<file path="config.mk">
export PLATFORM = sky130hd
export DESIGN_NAME = branch_unit_flat
export DESIGN_NICKNAME = d
export VERILOG_FILES = /design/src/rtl/branch_unit_pkg.sv /design/src/rtl/branch_unit_if.sv /design/src/rtl/branch_unit_ret_stack.sv /design/src/rtl/branch_unit.sv /design/src/flat_wrapper.sv
export SDC_FILE = /design/constraint.sdc
export NUM_CORES = 1
export LEC_CHECK = 0
export ABC_AREA = 1
export CORE_MARGIN = 2
export CORE_UTILIZATION = 50
export DETAILED_ROUTE_END_ITERATION = 8
export DONT_BUFFER_PORTS = 1
export PLACE_DENSITY = 0.61
export SYNTH_ARGS = -nofsm -noshare
export SYNTH_HDL_FRONTEND = slang
export SYNTH_HIERARCHICAL = 1
export SYNTH_SLANG_ARGS = --single-unit
</file>
<file path="constraint.sdc">
create_clock -name clk -period 7.1 [get_ports clk]
set_input_delay 1.42 -clock clk [delete_from_list [all_inputs] [get_ports clk]]
set_output_delay 1.42 -clock clk [all_outputs]
set_load 0.01 [all_outputs]
</file>
<file path="src/rtl/branch_unit_pkg.sv">
// Shared encodings for the program-sequencing stage: op and condition codes,
// flag bit positions, FSM states and the condition evaluator.
package branch_unit_pkg;

   localparam logic [2:0] OP_NOP  = 3'd0;
   localparam logic [2:0] OP_JMP  = 3'd1;
   localparam logic [2:0] OP_CALL = 3'd2;
   localparam logic [2:0] OP_RET  = 3'd3;

   localparam logic [3:0] CC_ALWAYS = 4'd0;
   localparam logic [3:0] CC_Z      = 4'd1;
   localparam logic [3:0] CC_NZ     = 4'd2;
   localparam logic [3:0] CC_C      = 4'd3;
   localparam logic [3:0] CC_NC     = 4'd4;
   localparam logic [3:0] CC_S      = 4'd5;
   localparam logic [3:0] CC_NS     = 4'd6;
   localparam logic [3:0] CC_O      = 4'd7;
   localparam logic [3:0] CC_NO     = 4'd8;
   localparam logic [3:0] CC_LT     = 4'd9;
   localparam logic [3:0] CC_GE     = 4'd10;
   localparam logic [3:0] CC_LEU    = 4'd11;
   localparam logic [3:0] CC_GTU    = 4'd12;

   localparam int FZ = 0;
   localparam int FC = 1;
   localparam int FS = 2;
   localparam int FO = 3;

   typedef enum logic [1:0] {
      ST_RUN   = 2'd0,
      ST_FLUSH = 2'd1,
      ST_ERR   = 2'd2
   } state_t;

   // Codes 13-15 fall through to the default and never take.
   function automatic logic cond_true(input logic [3:0] cc, input logic [3:0] flags);
      logic z, c, s, o, res;
      z = flags[FZ];
      c = flags[FC];
      s = flags[FS];
      o = flags[FO];
      case (cc)
         CC_ALWAYS: res = 1'b1;
         CC_Z:      res = z;
         CC_NZ:     res = !z;
         CC_C:      res = c;
         CC_NC:     res = !c;
         CC_S:      res = s;
         CC_NS:     res = !s;
         CC_O:      res = o;
         CC_NO:     res = !o;
         CC_LT:     res = s ^ o;
         CC_GE:     res = !(s ^ o);
         CC_LEU:    res = c | z;
         CC_GTU:    res = !(c | z);
         default:   res = 1'b0;
      endcase
      return res;
   endfunction

endpackage

</file>
<file path="src/rtl/branch_unit_if.sv">
// Decoded control-flow request and fetch-side results of the branch unit.
interface branch_unit_if #(
   parameter int AW = 8,
   parameter int SD = 4
);
   localparam int SPW = $clog2(SD + 1);

   logic          stall;
   logic          en;
   logic [2:0]    op;
   logic [3:0]    cc;
   logic [AW-1:0] target;
   logic [3:0]    flags;
   logic [AW-1:0] pc;
   logic          taken;
   logic          flush;
   logic          err;
   logic [SPW-1:0] sp;

   modport master (
      output stall, en, op, cc, target, flags,
      input  pc, taken, flush, err, sp
   );

   modport slave (
      input  stall, en, op, cc, target, flags,
      output pc, taken, flush, err, sp
   );

endinterface

</file>
<file path="src/rtl/branch_unit_ret_stack.sv">
// Return-address LIFO: synchronous push/pop, combinational top-of-stack read.
module ret_stack #(
   parameter int W = 8,
   parameter int D = 4
) (
   input  logic                     clk,
   input  logic                     r,
   input  logic                     push,
   input  logic                     pop,
   input  logic [W-1:0]             din,
   output logic [W-1:0]             top,
   output logic                     full,
   output logic                     empty,
   output logic [$clog2(D+1)-1:0]   count
);
   localparam int CW = $clog2(D + 1);
   localparam int IW = (D > 1) ? $clog2(D) : 1;

   logic [W-1:0]  mem [D];
   logic [CW-1:0] cnt;
   logic [IW-1:0] wr_idx;
   logic [IW-1:0] top_idx;

   assign wr_idx  = cnt[IW-1:0];
   assign top_idx = IW'(cnt - CW'(1));
   assign full    = (cnt == CW'(D));
   assign empty   = (cnt == '0);
   assign count   = cnt;
   assign top     = empty ? '0 : mem[top_idx];

   // Entries carry no reset; only the occupancy count defines what is valid.
   always_ff @(posedge clk) begin
      if (push && !full) mem[wr_idx] <= din;
   end

   always_ff @(posedge clk or negedge r) begin
      if (!r)                  cnt <= '0;
      else if (push && !full)  cnt <= cnt + CW'(1);
      else if (pop && !empty)  cnt <= cnt - CW'(1);
   end

endmodule

</file>
<file path="src/rtl/branch_unit.sv">
// Program sequencer: evaluates the condition code against the registered flags
// and steers the fetch PC through jump, call and return with a flush pulse.
module branch_unit
   import branch_unit_pkg::*;
#(
   parameter int AW = 8,
   parameter int SD = 4
) (
   input logic          clk,
   input logic          r,
   branch_unit_if.slave bus
);
   localparam int SPW = $clog2(SD + 1);

   state_t         state;
   logic [AW-1:0]  pc_val;
   logic [AW-1:0]  pc_inc;
   logic           taken_val;
   logic           flush_val;
   logic           err_val;
   logic [AW-1:0]  stk_top;
   logic           stk_full;
   logic           stk_empty;
   logic [SPW-1:0] stk_count;
   logic           active;
   logic           cond_ok;
   logic           do_jmp;
   logic           do_call;
   logic           do_ret;
   logic           push;
   logic           pop;
   logic           fault;
   logic           transfer;

   assign pc_inc = pc_val + AW'(1);

   // A request only counts in RUN with no stall; a stack fault replaces the transfer.
   always_comb begin
      active   = (state == ST_RUN) && !bus.stall && bus.en;
      cond_ok  = cond_true(bus.cc, bus.flags);
      do_jmp   = active && cond_ok && (bus.op == OP_JMP);
      do_call  = active && cond_ok && (bus.op == OP_CALL);
      do_ret   = active && cond_ok && (bus.op == OP_RET);
      push     = do_call && !stk_full;
      pop      = do_ret && !stk_empty;
      fault    = (do_call && stk_full) || (do_ret && stk_empty);
      transfer = do_jmp || push || pop;
   end

   ret_stack #(.W(AW), .D(SD)) u_stack (
      .clk   (clk),
      .r     (r),
      .push  (push),
      .pop   (pop),
      .din   (pc_inc),
      .top   (stk_top),
      .full  (stk_full),
      .empty (stk_empty),
      .count (stk_count)
   );

   // Flush rises on the cycle after taken and stays up while FLUSH is stalled.
   always_ff @(posedge clk or negedge r) begin
      if (!r) begin
         state     <= ST_RUN;
         pc_val    <= '0;
         taken_val <= 1'b0;
         flush_val <= 1'b0;
         err_val   <= 1'b0;
      end else begin
         case (state)
            ST_RUN: begin
               taken_val <= 1'b0;
               flush_val <= 1'b0;
               if (!bus.stall) begin
                  if (fault) begin
                     err_val <= 1'b1;
                     state   <= ST_ERR;
                  end else if (transfer) begin
                     taken_val <= 1'b1;
                     state     <= ST_FLUSH;
                     pc_val    <= pop ? stk_top : bus.target;
                  end else begin
                     pc_val <= pc_inc;
                  end
               end
            end
            ST_FLUSH: begin
               taken_val <= 1'b0;
               flush_val <= 1'b1;
               if (!bus.stall) state <= ST_RUN;
            end
            ST_ERR: begin
               taken_val <= 1'b0;
               flush_val <= 1'b0;
               err_val   <= 1'b1;
            end
            default: state <= ST_RUN;
         endcase
      end
   end

   assign bus.pc    = pc_val;
   assign bus.taken = taken_val;
   assign bus.flush = flush_val;
   assign bus.err   = err_val;
   assign bus.sp    = stk_count;

endmodule

</file>
<file path="src/flat_wrapper.sv">
// flat-port wrapper written by rule: the top's interface ports become plain ports
module branch_unit_flat import branch_unit_pkg::*;
#(
   parameter int AW = 8,
   parameter int SD = 4
)
  (clk, r, bus_stall, bus_en, bus_op, bus_cc, bus_target, bus_flags, bus_pc, bus_taken, bus_flush, bus_err, bus_sp);
  branch_unit_if #(.AW(AW), .SD(SD)) bus_i ();
  input logic clk;
  input logic r;
  input wire logic [$bits(bus_i.stall)-1:0] bus_stall;
  input wire logic [$bits(bus_i.en)-1:0] bus_en;
  input wire logic [$bits(bus_i.op)-1:0] bus_op;
  input wire logic [$bits(bus_i.cc)-1:0] bus_cc;
  input wire logic [$bits(bus_i.target)-1:0] bus_target;
  input wire logic [$bits(bus_i.flags)-1:0] bus_flags;
  output wire logic [$bits(bus_i.pc)-1:0] bus_pc;
  output wire logic [$bits(bus_i.taken)-1:0] bus_taken;
  output wire logic [$bits(bus_i.flush)-1:0] bus_flush;
  output wire logic [$bits(bus_i.err)-1:0] bus_err;
  output wire logic [$bits(bus_i.sp)-1:0] bus_sp;
  assign bus_i.stall = bus_stall;
  assign bus_i.en = bus_en;
  assign bus_i.op = bus_op;
  assign bus_i.cc = bus_cc;
  assign bus_i.target = bus_target;
  assign bus_i.flags = bus_flags;
  assign bus_pc = bus_i.pc;
  assign bus_taken = bus_i.taken;
  assign bus_flush = bus_i.flush;
  assign bus_err = bus_i.err;
  assign bus_sp = bus_i.sp;
  branch_unit #(.AW(AW), .SD(SD)) u_core (.clk(clk), .r(r), .bus(bus_i));
endmodule
</file>
==> flow_summary.ini, run 1 <==
[global_routing]
grt.overflow.total = 0
grt_antenna_before_repair = 0
maximum_number_of_pins_on_one_net_before_global_route_repair = 22
vias_in_the_first_global_route = 2265
grt_first_pass_wirelength_um = 11200
grtUsageTotal_pct = 20.9

[route]
wirelength_um = 6840
ant_nets = 0
drt_pass1_iterations = 4
post_route_drc = 0
avgViaCountPerCell = 5.10
vias = 2309
avgRoutedWirePerCell_um = 15.1
detailedRoute.firstIterationViolations = 319

[clock_network]
cts_num_sinks = 48
cts_max_level = 2
cts.path.max_buffers = 2
cts_tree = done
numCtsBuffers = 5
cts_repair_resize_count = 0
cts_post_setup_buffers_inserted = 0
clk-insertion-delay-late_ps = 300
clock-root-buffer = sky130_fd_sc_hd__clkbuf_8
clkTransAtPathRegs_ps = 90
cts_hold_repair.buffers = 0

[run]
cap_viol_max_count = 0

[finish]
drive_gt1_share_pct = 14.3
design.final.nets = 411
filler_cell_count = 603
areaGrowthSynthToFinish_pct = 3.86
antenna_cells = 0
layout.area.seq_mm2 = 0.00136
mostFrequentLayoutCell = sky130_fd_sc_hd__nand2_1
multi_input_area_mm2 = 0.00133
post_route_cell_area_mm2 = 0.00323
layout.cells.most_common_list = sky130_fd_sc_hd__nand2_1, sky130_fd_sc_hd__inv_1, sky130_fd_sc_hd__edfxtp_1

[synth]
post_synth_edffs = 32
synthesis.yosys.warnings = 6
seq_cells_post_synth = 48
synth.net_count = 410
avg_synthesized_cell_area_um2 = 8.28
synthArstFlopShare_pct = 33.3
synth-main-ff-cell = sky130_fd_sc_hd__edfxtp_1
synthDistinctLibCells = 31
synthesis.instances = 376
sequential_share_of_the_synthesized_area_pct = 43.7
mappedNetlistArea_mm2 = 0.00311

[status]
run_status = complete, no violations

[timing]
period_needed_ps = 3260
final-max-slew-violation-count = 0
slew-limit-headroom_pct = 44.3
finalHoldViolCount = 0
report.final.setup_viol = 0
finalCritPeriodShare_pct = 45.9
fin_tns_setup_ps = 0
grt_setup_unrepaired = no
fin_skew_ps = 6.87
slew_at_the_pin_with_the_worst_max_slew_slack_ps = 835
clock.fmax_mhz = 307

[critical_path]
cp_slowest_cell = sky130_fd_sc_hd__dfrtp_1
worst-endpoint-required_ps = 7340
category_of_the_worst_setup_path_launch_point = flop
cp-startpoint = u_core/u_stack/count[0]$_DFFE_PN0P_
critical_path_arrival_ps = 3490
crit_path_end = u_core/bus.pc[4]$_DFFE_PN0P_
critical_path_peak_fanout = 21
worst-r2r-setup-slack_ps = 3840
cell_chain_of_the_critical_path = inv_6 -> ha_1 -> ha_1 -> clkinv_1 -> nand4_4 -> nand3_4 -> nand2_1 -> nand3_1 -> nand2_1
crit_reg_reg_endpoint = u_core/bus.pc[4]$_DFFE_PN0P_
r2r.worst_path.cells = 9
criticalPathCategory = reg -> reg
reg2reg_start = u_core/u_stack/count[0]$_DFFE_PN0P_
cpPeakStageDelay_ps = 700
endpoint_kind = flop

[worst_hold_path]
min-delay-path-class = reg -> reg

[floorplanning]
die_h_um = 82.9
dieArea_mm2 = 0.00687
top_level_i_o_count = 37
core_mm2 = 0.00596
fp-row-count = 28
die_boundary_width_um = 82.9
start_util_pct = 52.3

[place]
final_estimated_routing_congestion_in_global_placement = 0.839
detailed_placer_s_ending_hpwl_um = 5090
placed_cell_area_mm2 = 0.00314
io_buffers = 0

[power]
ir_drop_mv = 0.186
cell_leakage_power_nw = 1.64
powerDensity_mw_per_mm2 = 361
[flip-flops by register name (all words and copies together), names as in the netlist]
register	count
u_core/bus.err	1
u_core/bus.flush	1
u_core/bus.pc	8
u_core/bus.taken	1
u_core/state	2
u_core/u_stack/count	3
u_core/u_stack/mem	32
[worst max-delay path, delay by kind of cell, from the launching register on]
kind | cells | cell delay (ps)
adders and majority gates | 2 | 780
and+or+nand+nor | 5 | 890
DFF | 1 | 700
buffers and inverters | 2 | 810
[logic make-up (layout without fill, tap and decap cells)]
group / after synthesis / count (layout) / share of synthesized area [%]
buffers and inverters: 98 / 100 / 13.6
and+or+nand+nor: 198 / 198 / 32.8
AOI/OAI and AO/OA: 13 / 13 / 3.18
DFF: 48 / 48 / 43.7
xor gates and xnor gates: 8 / 8 / 2.25
adders and majority gates: 11 / 11 / 4.42
[routing by layer]
layer	up-vias	share of wire, %	GRT usage [%]
met1	1062	50	30.6
met5	-	0	0
met2	68	44	30.8
li1	1175	-	-
met4	0	0.77	6.41
met3	4	5.7	4.97
[cells in the mapped netlist (2+ instances only)]
cell type / n / area [µm²]
sky130_fd_sc_hd__xor2_1: 8 / 70.1
sky130_fd_sc_hd__nand2_1: 101 / 379
sky130_fd_sc_hd__nor3_1: 3 / 15.0
sky130_fd_sc_hd__dfrtp_1: 16 / 400
sky130_fd_sc_hd__o21ai_0: 2 / 10.0
sky130_fd_sc_hd__nand2_2: 13 / 81.3
sky130_fd_sc_hd__nand2_4: 2 / 22.5
sky130_fd_sc_hd__edfxtp_1: 32 / 961
sky130_fd_sc_hd__nand3_2: 11 / 110
sky130_fd_sc_hd__inv_2: 2 / 7.51
sky130_fd_sc_hd__buf_6: 4 / 45.0
sky130_fd_sc_hd__nand4_1: 18 / 113
sky130_fd_sc_hd__nand3_1: 29 / 145
sky130_fd_sc_hd__nor2_4: 3 / 33.8
sky130_fd_sc_hd__inv_1: 86 / 323
sky130_fd_sc_hd__nor2_1: 13 / 48.8
sky130_fd_sc_hd__a21oi_2: 8 / 70.1
sky130_fd_sc_hd__ha_1: 11 / 138
sky130_fd_sc_hd__clkinv_1: 2 / 7.51
[report_power, final]
group	internal (mW)	switching (mW)	leakage (nW)
combinational	0.172	0.381	1.09
clock	0.0798	0.0933	0.0516
sequential	0.367	0.0747	0.495
[final cells by class]
type	count	share of cell area, %
flip-flops and latches	48	42.1
multi-input cells	230	41.1
inverters	92	10.9
well taps	75	2.90
clock buffers	6	2.55
clock inverters	2	0.426
[per-stage QoR]
stage | std cells | hold slack (ps) | total power [mW] | utilization (%) | worst slack (ps)
CTS | 453 | 537 | 1.17 | 54.3 | 3860
global route | 453 | 561 | 1.26 | 54.3 | 3590
finish | 453 | 533 | 1.17 | 54.3 | 3840
detailed placement | 445 | 514 | 0.994 | 52.7 | 3630
floorplan | 376 | 493 | 0.868 | - | 3990
global placement | 445 | 513 | 0.990 | 52.7 | 3710
[worst min-delay path by stage]
stage	from	to	slack, ps	cells past startpoint
3_5_place_dp	u_core/bus.err$_DFFE_PN0P_	u_core/bus.err$_DFFE_PN0P_	510	1
2_1_floorplan	u_core/bus.err$_DFFE_PN0P_	u_core/bus.err$_DFFE_PN0P_	490	1
6_report	u_core/bus.err$_DFFE_PN0P_	u_core/bus.err$_DFFE_PN0P_	530	1
3_3_place_gp	u_core/bus.err$_DFFE_PN0P_	u_core/bus.err$_DFFE_PN0P_	510	1
5_1_grt	u_core/bus.err$_DFFE_PN0P_	u_core/bus.err$_DFFE_PN0P_	560	1
4_1_cts	u_core/bus.err$_DFFE_PN0P_	u_core/bus.err$_DFFE_PN0P_	540	1
No activity file was read; power rests on OpenSTA's default activity.
==> run 2, diff against run 1 <==
--- a/config.mk
+++ b/config.mk
@@ -10,7 +10,7 @@
 export CORE_UTILIZATION = 50
 export DETAILED_ROUTE_END_ITERATION = 8
 export DONT_BUFFER_PORTS = 1
-export PLACE_DENSITY = 0.61
+export PLACE_DENSITY = 0.64
 export SYNTH_ARGS = -nofsm -noshare
 export SYNTH_HDL_FRONTEND = slang
 export SYNTH_HIERARCHICAL = 1
==> constraint.sdc (replaced) <==
create_clock -name clk -period 2.9 [get_ports clk]
set_input_delay 0.58 -clock clk [delete_from_list [all_inputs] [get_ports clk]]
set_output_delay 0.58 -clock clk [all_outputs]
set_load 0.01 [all_outputs]
==> run 2 against run 1 <==
Hold slack got worse by 72 ps. Sequential cell count unchanged. Maximum frequency increased by 31%. Clock power increased to 3.4 times the previous value. Power increased to 2.5 times the previous value. Clock skew increased by 3.2 ps. Setup slack got worse by 3400 ps. Non-clock buffer count increased by 3. Largest power group unchanged.
==> flow_summary.ini, run 2 (synthesis results as in run 1) <==
[finish]
layout.cells.most_common_list = sky130_fd_sc_hd__nand2_1, sky130_fd_sc_hd__inv_1, sky130_fd_sc_hd__edfxtp_1
layout.area.seq_mm2 = 0.00136
postLayoutCoreUtil_pct = 55.4
drive_gt1_share_pct = 15.0
largest_register_ff_count = 32
design.final.nets = 414
largest-register = u_core/u_stack/mem
multi_input_area_mm2 = 0.00133
areaGrowthSynthToFinish_pct = 6.07
filler_cell_count = 579
mostFrequentLayoutCell = sky130_fd_sc_hd__nand2_1
post_route_cell_area_mm2 = 0.00330
antenna_cells = 0

[clock_network]
clk-insertion-delay-late_ps = 300
cts_post_setup_buffers_inserted = 0
cts_tree = done
cts_num_sinks = 48
clkTransAtPathRegs_ps = 90
cts.path.max_buffers = 2
clock-root-buffer = sky130_fd_sc_hd__clkbuf_8
numCtsBuffers = 5
cts_max_level = 2

[global_routing]
met2_usage_pct = 32.0
grt.overflow.total = 0
grtUsageMet1_pct = 29.0
grt_first_pass_wirelength_um = 11100
vias_in_the_first_global_route = 2283
grt_util_met3_pct = 3.48
grt_antenna_before_repair = 0
grt.busiest_layer = met2
grtUsageTotal_pct = 20.2
maximum_number_of_pins_on_one_net_before_global_route_repair = 21

[critical_path]
criticalPathCategory = reg -> reg
r2r.worst_path.cells = 10
worst-r2r-setup-slack_ps = 420
critical_path_peak_fanout = 10
reg2reg_start = u_core/state[0]$_DFFE_PN0P_
worst-endpoint-required_ps = 2830
crit_reg_reg_endpoint = u_core/u_stack/mem[2][0]$_DFFE_PP_
critical_path_arrival_ps = 2410
category_of_the_worst_setup_path_launch_point = flop
endpoint_kind = flop

[place]
detailed_placer_s_ending_hpwl_um = 5150
io_buffers = 0
final_estimated_routing_congestion_in_global_placement = 0.801
placed_cell_area_mm2 = 0.00315

[timing]
period_needed_ps = 2480
finalHoldViolCount = 0
report.final.setup_viol = 0
finalCritPeriodShare_pct = 85.5
grt_setup_unrepaired = no
slew-limit-headroom_pct = 48.6
final-max-slew-violation-count = 0
clock.fmax_mhz = 403
fin_tns_setup_ps = 0
fin_skew_ps = 10.0
slew_at_the_pin_with_the_worst_max_slew_slack_ps = 769

[route]
vias = 2293
wirelength_um = 6570
avgViaCountPerCell = 5.03
drt_pass1_iterations = 5
avgRoutedWirePerCell_um = 14.4
post_route_drc = 0
ant_nets = 0
detailedRoute.firstIterationViolations = 144

[power]
ir_drop_mv = 0.756
powerDensity_mw_per_mm2 = 892
fin_total_pwr_mw = 2.95
cell_leakage_power_nw = 1.67

[worst_hold_path]
holdPathEnd = u_core/bus.pc[0]$_DFFE_PN0P_
min-delay-path-class = in -> reg
hold_path_depth = 3
hold_path_startpoint = bus_stall

[floorplanning]
die_h_um = 82.9
fp-row-count = 28
top_level_i_o_count = 37
core_mm2 = 0.00596
die_boundary_width_um = 82.9
start_util_pct = 52.3
dieArea_mm2 = 0.00687

[run]
cap_viol_max_count = 0

[status]
run_status = complete, no violations
## run 2: cell count changes in the layout (fill, tap and decap cells not counted), sizes merged
| cell | change |
|---|---|
| buf | +2 |
| bufinv | +2 |
| clkbuf | -1 |
| clkinv | -1 |
| dlygate4sd3 | +1 |
## run 2: how the worst max path moves through the flow
stage,start,to,slack [ps],depth (start not counted)
floorplan,u_core/u_stack/count[0]$_DFFE_PN0P_,u_core/u_stack/mem[1][0]$_DFFE_PP_,540,11
global placement,u_core/u_stack/count[0]$_DFFE_PN0P_,u_core/u_stack/count[0]$_DFFE_PN0P_,350,9
detailed placement,u_core/u_stack/count[0]$_DFFE_PN0P_,u_core/u_stack/count[1]$_DFFE_PN0P_,310,10
CTS,u_core/u_stack/count[0]$_DFFE_PN0P_,u_core/u_stack/count[1]$_DFFE_PN0P_,290,10
global route,u_core/state[0]$_DFFE_PN0P_,u_core/u_stack/mem[2][0]$_DFFE_PP_,150,10
finish,u_core/state[0]$_DFFE_PN0P_,u_core/u_stack/mem[2][0]$_DFFE_PP_,420,10
## run 2: report_power, final
group | switching [mW] | leakage [nW] | internal [mW]
Combinational | 0.890 | 1.10 | 0.436
Sequential | 0.140 | 0.495 | 0.899
Clock | 0.233 | 0.0687 | 0.347
## run 2: metrics by stage
step	cells	setup WS, ps	hold slack, ps
floorplan	376	536	284
global placement	447	350	285
detailed placement	447	308	285
CTS	456	293	453
global route	456	155	473
finish	456	420	461
## run 2: critical path: stages (launching register included)
cell,delay [ps]
sky130_fd_sc_hd__dfrtp_1,410
sky130_fd_sc_hd__inv_1,120
sky130_fd_sc_hd__ha_1,220
sky130_fd_sc_hd__inv_1,50
sky130_fd_sc_hd__nor2_1,160
sky130_fd_sc_hd__nand2_2,90
sky130_fd_sc_hd__nor2_4,140
sky130_fd_sc_hd__nand4_2,100
sky130_fd_sc_hd__inv_1,80
sky130_fd_sc_hd__nand2_2,120
sky130_fd_sc_hd__nor2_1,610
## run 2: final cells by class
type	count	area share (%)
Clock buffer	5	2.08
Clock inverter	3	2.08
Inverter	92	10.7
Multi-Input combinational cell	230	40.3
Sequential cell	48	41.2
Tap cell	75	2.84
Timing Repair Buffer	3	0.758
## run 2: timing repair
action / in CTS / in global routing
hold buffers: 1 / 0
setup endpoints to repair: 0 / 1
gates resized for setup: 0 / 1
hold endpoints to repair: 16 / 0
## run 2: per-layer routing
metal  share of wire, %  up-vias
li1                   -     1184
met4               0.76        0
met1                 49     1059
met2                 46       46
met5                  0        -
met3                4.4        4
==> run 3, diff against run 2 <==
--- a/config.mk
+++ b/config.mk
@@ -10,6 +10,7 @@
 export CORE_UTILIZATION = 50
 export DETAILED_ROUTE_END_ITERATION = 8
 export DONT_BUFFER_PORTS = 1
+export GPL_TIMING_DRIVEN = 0
 export PLACE_DENSITY = 0.64
 export SYNTH_ARGS = -nofsm -noshare
 export SYNTH_HDL_FRONTEND = slang
==> constraint.sdc (replaced) <==
create_clock -name clk -period 2.9 [get_ports clk]
set_input_delay 0.435 -clock clk [delete_from_list [all_inputs] [get_ports clk]]
set_output_delay 0.435 -clock clk [all_outputs]
set_load 0.01 [all_outputs]
==> run 3 against run 2 <==
Cell area is 0.34% higher. Sequential cell count did not move. Die area stayed put. Via count rose by 2.2%. Sequential power barely moved. Clock power fell by 26%. Non-clock buffer count grew 4.
==> flow_summary.ini, run 3 (synthesis results as in run 1) <==
[status]
run_status = complete, no violations

[critical_path]
worst-endpoint-required_ps = 2830
criticalPathCategory = reg -> reg
critical_path_peak_fanout = 12
cell_chain_of_the_critical_path = buf_6 -> inv_6 -> buf_12 -> ha_1 -> nand2_1 -> inv_1 -> inv_1 -> nand4_2 -> inv_1 -> nand2_2 -> nor2_1
category_of_the_worst_setup_path_launch_point = flop
cp_slowest_cell = sky130_fd_sc_hd__nor2_1
reg2reg_start = u_core/u_stack/count[0]$_DFFE_PN0P_
cp-startpoint = u_core/u_stack/count[0]$_DFFE_PN0P_
path_common_cell = sky130_fd_sc_hd__inv_1
critical_path_arrival_ps = 2820
cpPeakStageDelay_ps = 650
endpoint_kind = flop

[timing]
fin_skew_ps = 16.4
grt_setup_unrepaired = yes
final-max-slew-violation-count = 0
slew-limit-headroom_pct = 45.4
report.final.setup_viol = 0
slew_at_the_pin_with_the_worst_max_slew_slack_ps = 816
finalCritPeriodShare_pct = 99.7
period_needed_ps = 2890
clock.fmax_mhz = 346
finalHoldViolCount = 0
fin_tns_setup_ps = 0
postLayoutSetupSlackWorst_ps = 8.86

[global_routing]
grt.overflow.total = 0
met2_usage_pct = 34.0
grt.busiest_layer = met2
grtUsageMet1_pct = 27.5
grt_first_pass_wirelength_um = 11300
grt_util_met3_pct = 3.78
maximum_number_of_pins_on_one_net_before_global_route_repair = 17
vias_in_the_first_global_route = 2375
grt_antenna_before_repair = 0
grtUsageTotal_pct = 20.4

[route]
drt_pass1_iterations = 4
detailedRoute.firstIterationViolations = 107
vias = 2344
avgViaCountPerCell = 5.10
avgRoutedWirePerCell_um = 14.3
post_route_drc = 0
wirelength_um = 6560
ant_nets = 0

[clock_network]
cts_post_setup_buffers_inserted = 0
cts_tree = done
cts.path.max_buffers = 2
clock-root-buffer = sky130_fd_sc_hd__clkbuf_8
cts_repair_resize_count = 0
cts_max_level = 2
cts_num_sinks = 48
numCtsBuffers = 5
clk-insertion-delay-late_ps = 310
clkTransAtPathRegs_ps = 90

[finish]
layout.area.seq_mm2 = 0.00136
mostFrequentLayoutCell = sky130_fd_sc_hd__nand2_1
largest-register = u_core/u_stack/mem
layout.cells.most_common_list = sky130_fd_sc_hd__nand2_1, sky130_fd_sc_hd__inv_1, sky130_fd_sc_hd__edfxtp_1
drive_gt1_share_pct = 15.6
multi_input_area_mm2 = 0.00133
post_route_cell_area_mm2 = 0.00331
largest_register_ff_count = 32
areaGrowthSynthToFinish_pct = 6.43
design.final.nets = 418
filler_cell_count = 578
antenna_cells = 0
postLayoutCoreUtil_pct = 55.6

[floorplanning]
die_h_um = 82.9
die_boundary_width_um = 82.9
dieArea_mm2 = 0.00687
fp-row-count = 28
top_level_i_o_count = 37
core_mm2 = 0.00596
start_util_pct = 52.3

[worst_hold_path]
min-delay-path-class = in -> reg
hold_path_startpoint = bus_stall

[place]
dpl_worst_slack_ps = -12.0
placed_cell_area_mm2 = 0.00321
io_buffers = 0
detailed_placer_s_ending_hpwl_um = 4880
final_estimated_routing_congestion_in_global_placement = 0.792

[power]
fin_total_pwr_mw = 2.89
ir_drop_mv = 0.474
cell_leakage_power_nw = 1.68
powerDensity_mw_per_mm2 = 872

[run]
cap_viol_max_count = 0
run 3: cell count changes in the layout (fill, tap and decap cells not counted), sizes merged:
cell    delta
bufinv     -2
clkinv     +1
buf        +4
clkbuf     +1
run 3: worst max-delay path: cells and delay by family (launching register included):
kind	cells	cell delay, ps
flip-flops	1	470
AND/OR/NAND/NOR	4	1170
buffers and inverters	6	680
adder cells (fa/ha/maj)	1	190
run 3: path summary, 6_finish.rpt:
path                                                        to  slack, ps  depth (start not counted)
setup / recovery            u_core/u_stack/mem[1][1]$_DFFE_PP_          9                         11
hold / removal                    u_core/bus.pc[0]$_DFFE_PN0P_        330                          3
setup reg to reg            u_core/u_stack/mem[1][1]$_DFFE_PP_          9                         11
hold reg to reg                     u_core/bus.err$_DFFE_PN0P_        530                          1
max in group asynchronous         u_core/bus.pc[6]$_DFFE_PN0P_       1770                          1
min in group asynchronous  u_core/u_stack/count[1]$_DFFE_PN0P_        630                          1
run 3: metrics by stage:
stage / instances / hold WS (ps)
final: 460 / 332
after floorplan: 376 / 139
after detailed placement: 451 / 140
after global placement: 451 / 140
after CTS: 460 / 327
after global routing: 460 / 359
run 3: layout make-up:
class                      instances  share of cell area [%]
multi-input combinational        230                    40.1
clock buffer                       6                    2.49
sequential                        48                    41.1
clock inverter                     2                   0.415
tap                               75                    2.83
timing repair buffer               1                   0.302
buffer                             6                    2.11
inverter                          92                    10.6
run 3: where the power goes:
part	switching [mW]	internal, mW	leakage [nW]
Combinational	0.924	0.489	1.13
Clock	0.236	0.195	0.0516
Sequential	0.144	0.899	0.495
Total	1.30	1.58	1.68
run 3: repair_timing:
item | 4_1_cts | 5_1_grt
setup endpoints to repair | 24 | 32
endpoints found under the hold margin | 16 | 0
hold buffers | 1 | 0
run 3: metal layers:
metal	up-vias	part of all wire, %
met3	8	2.8
met5	-	0
met2	39	48
met4	0	1.1
li1	1191	-
met1	1106	48
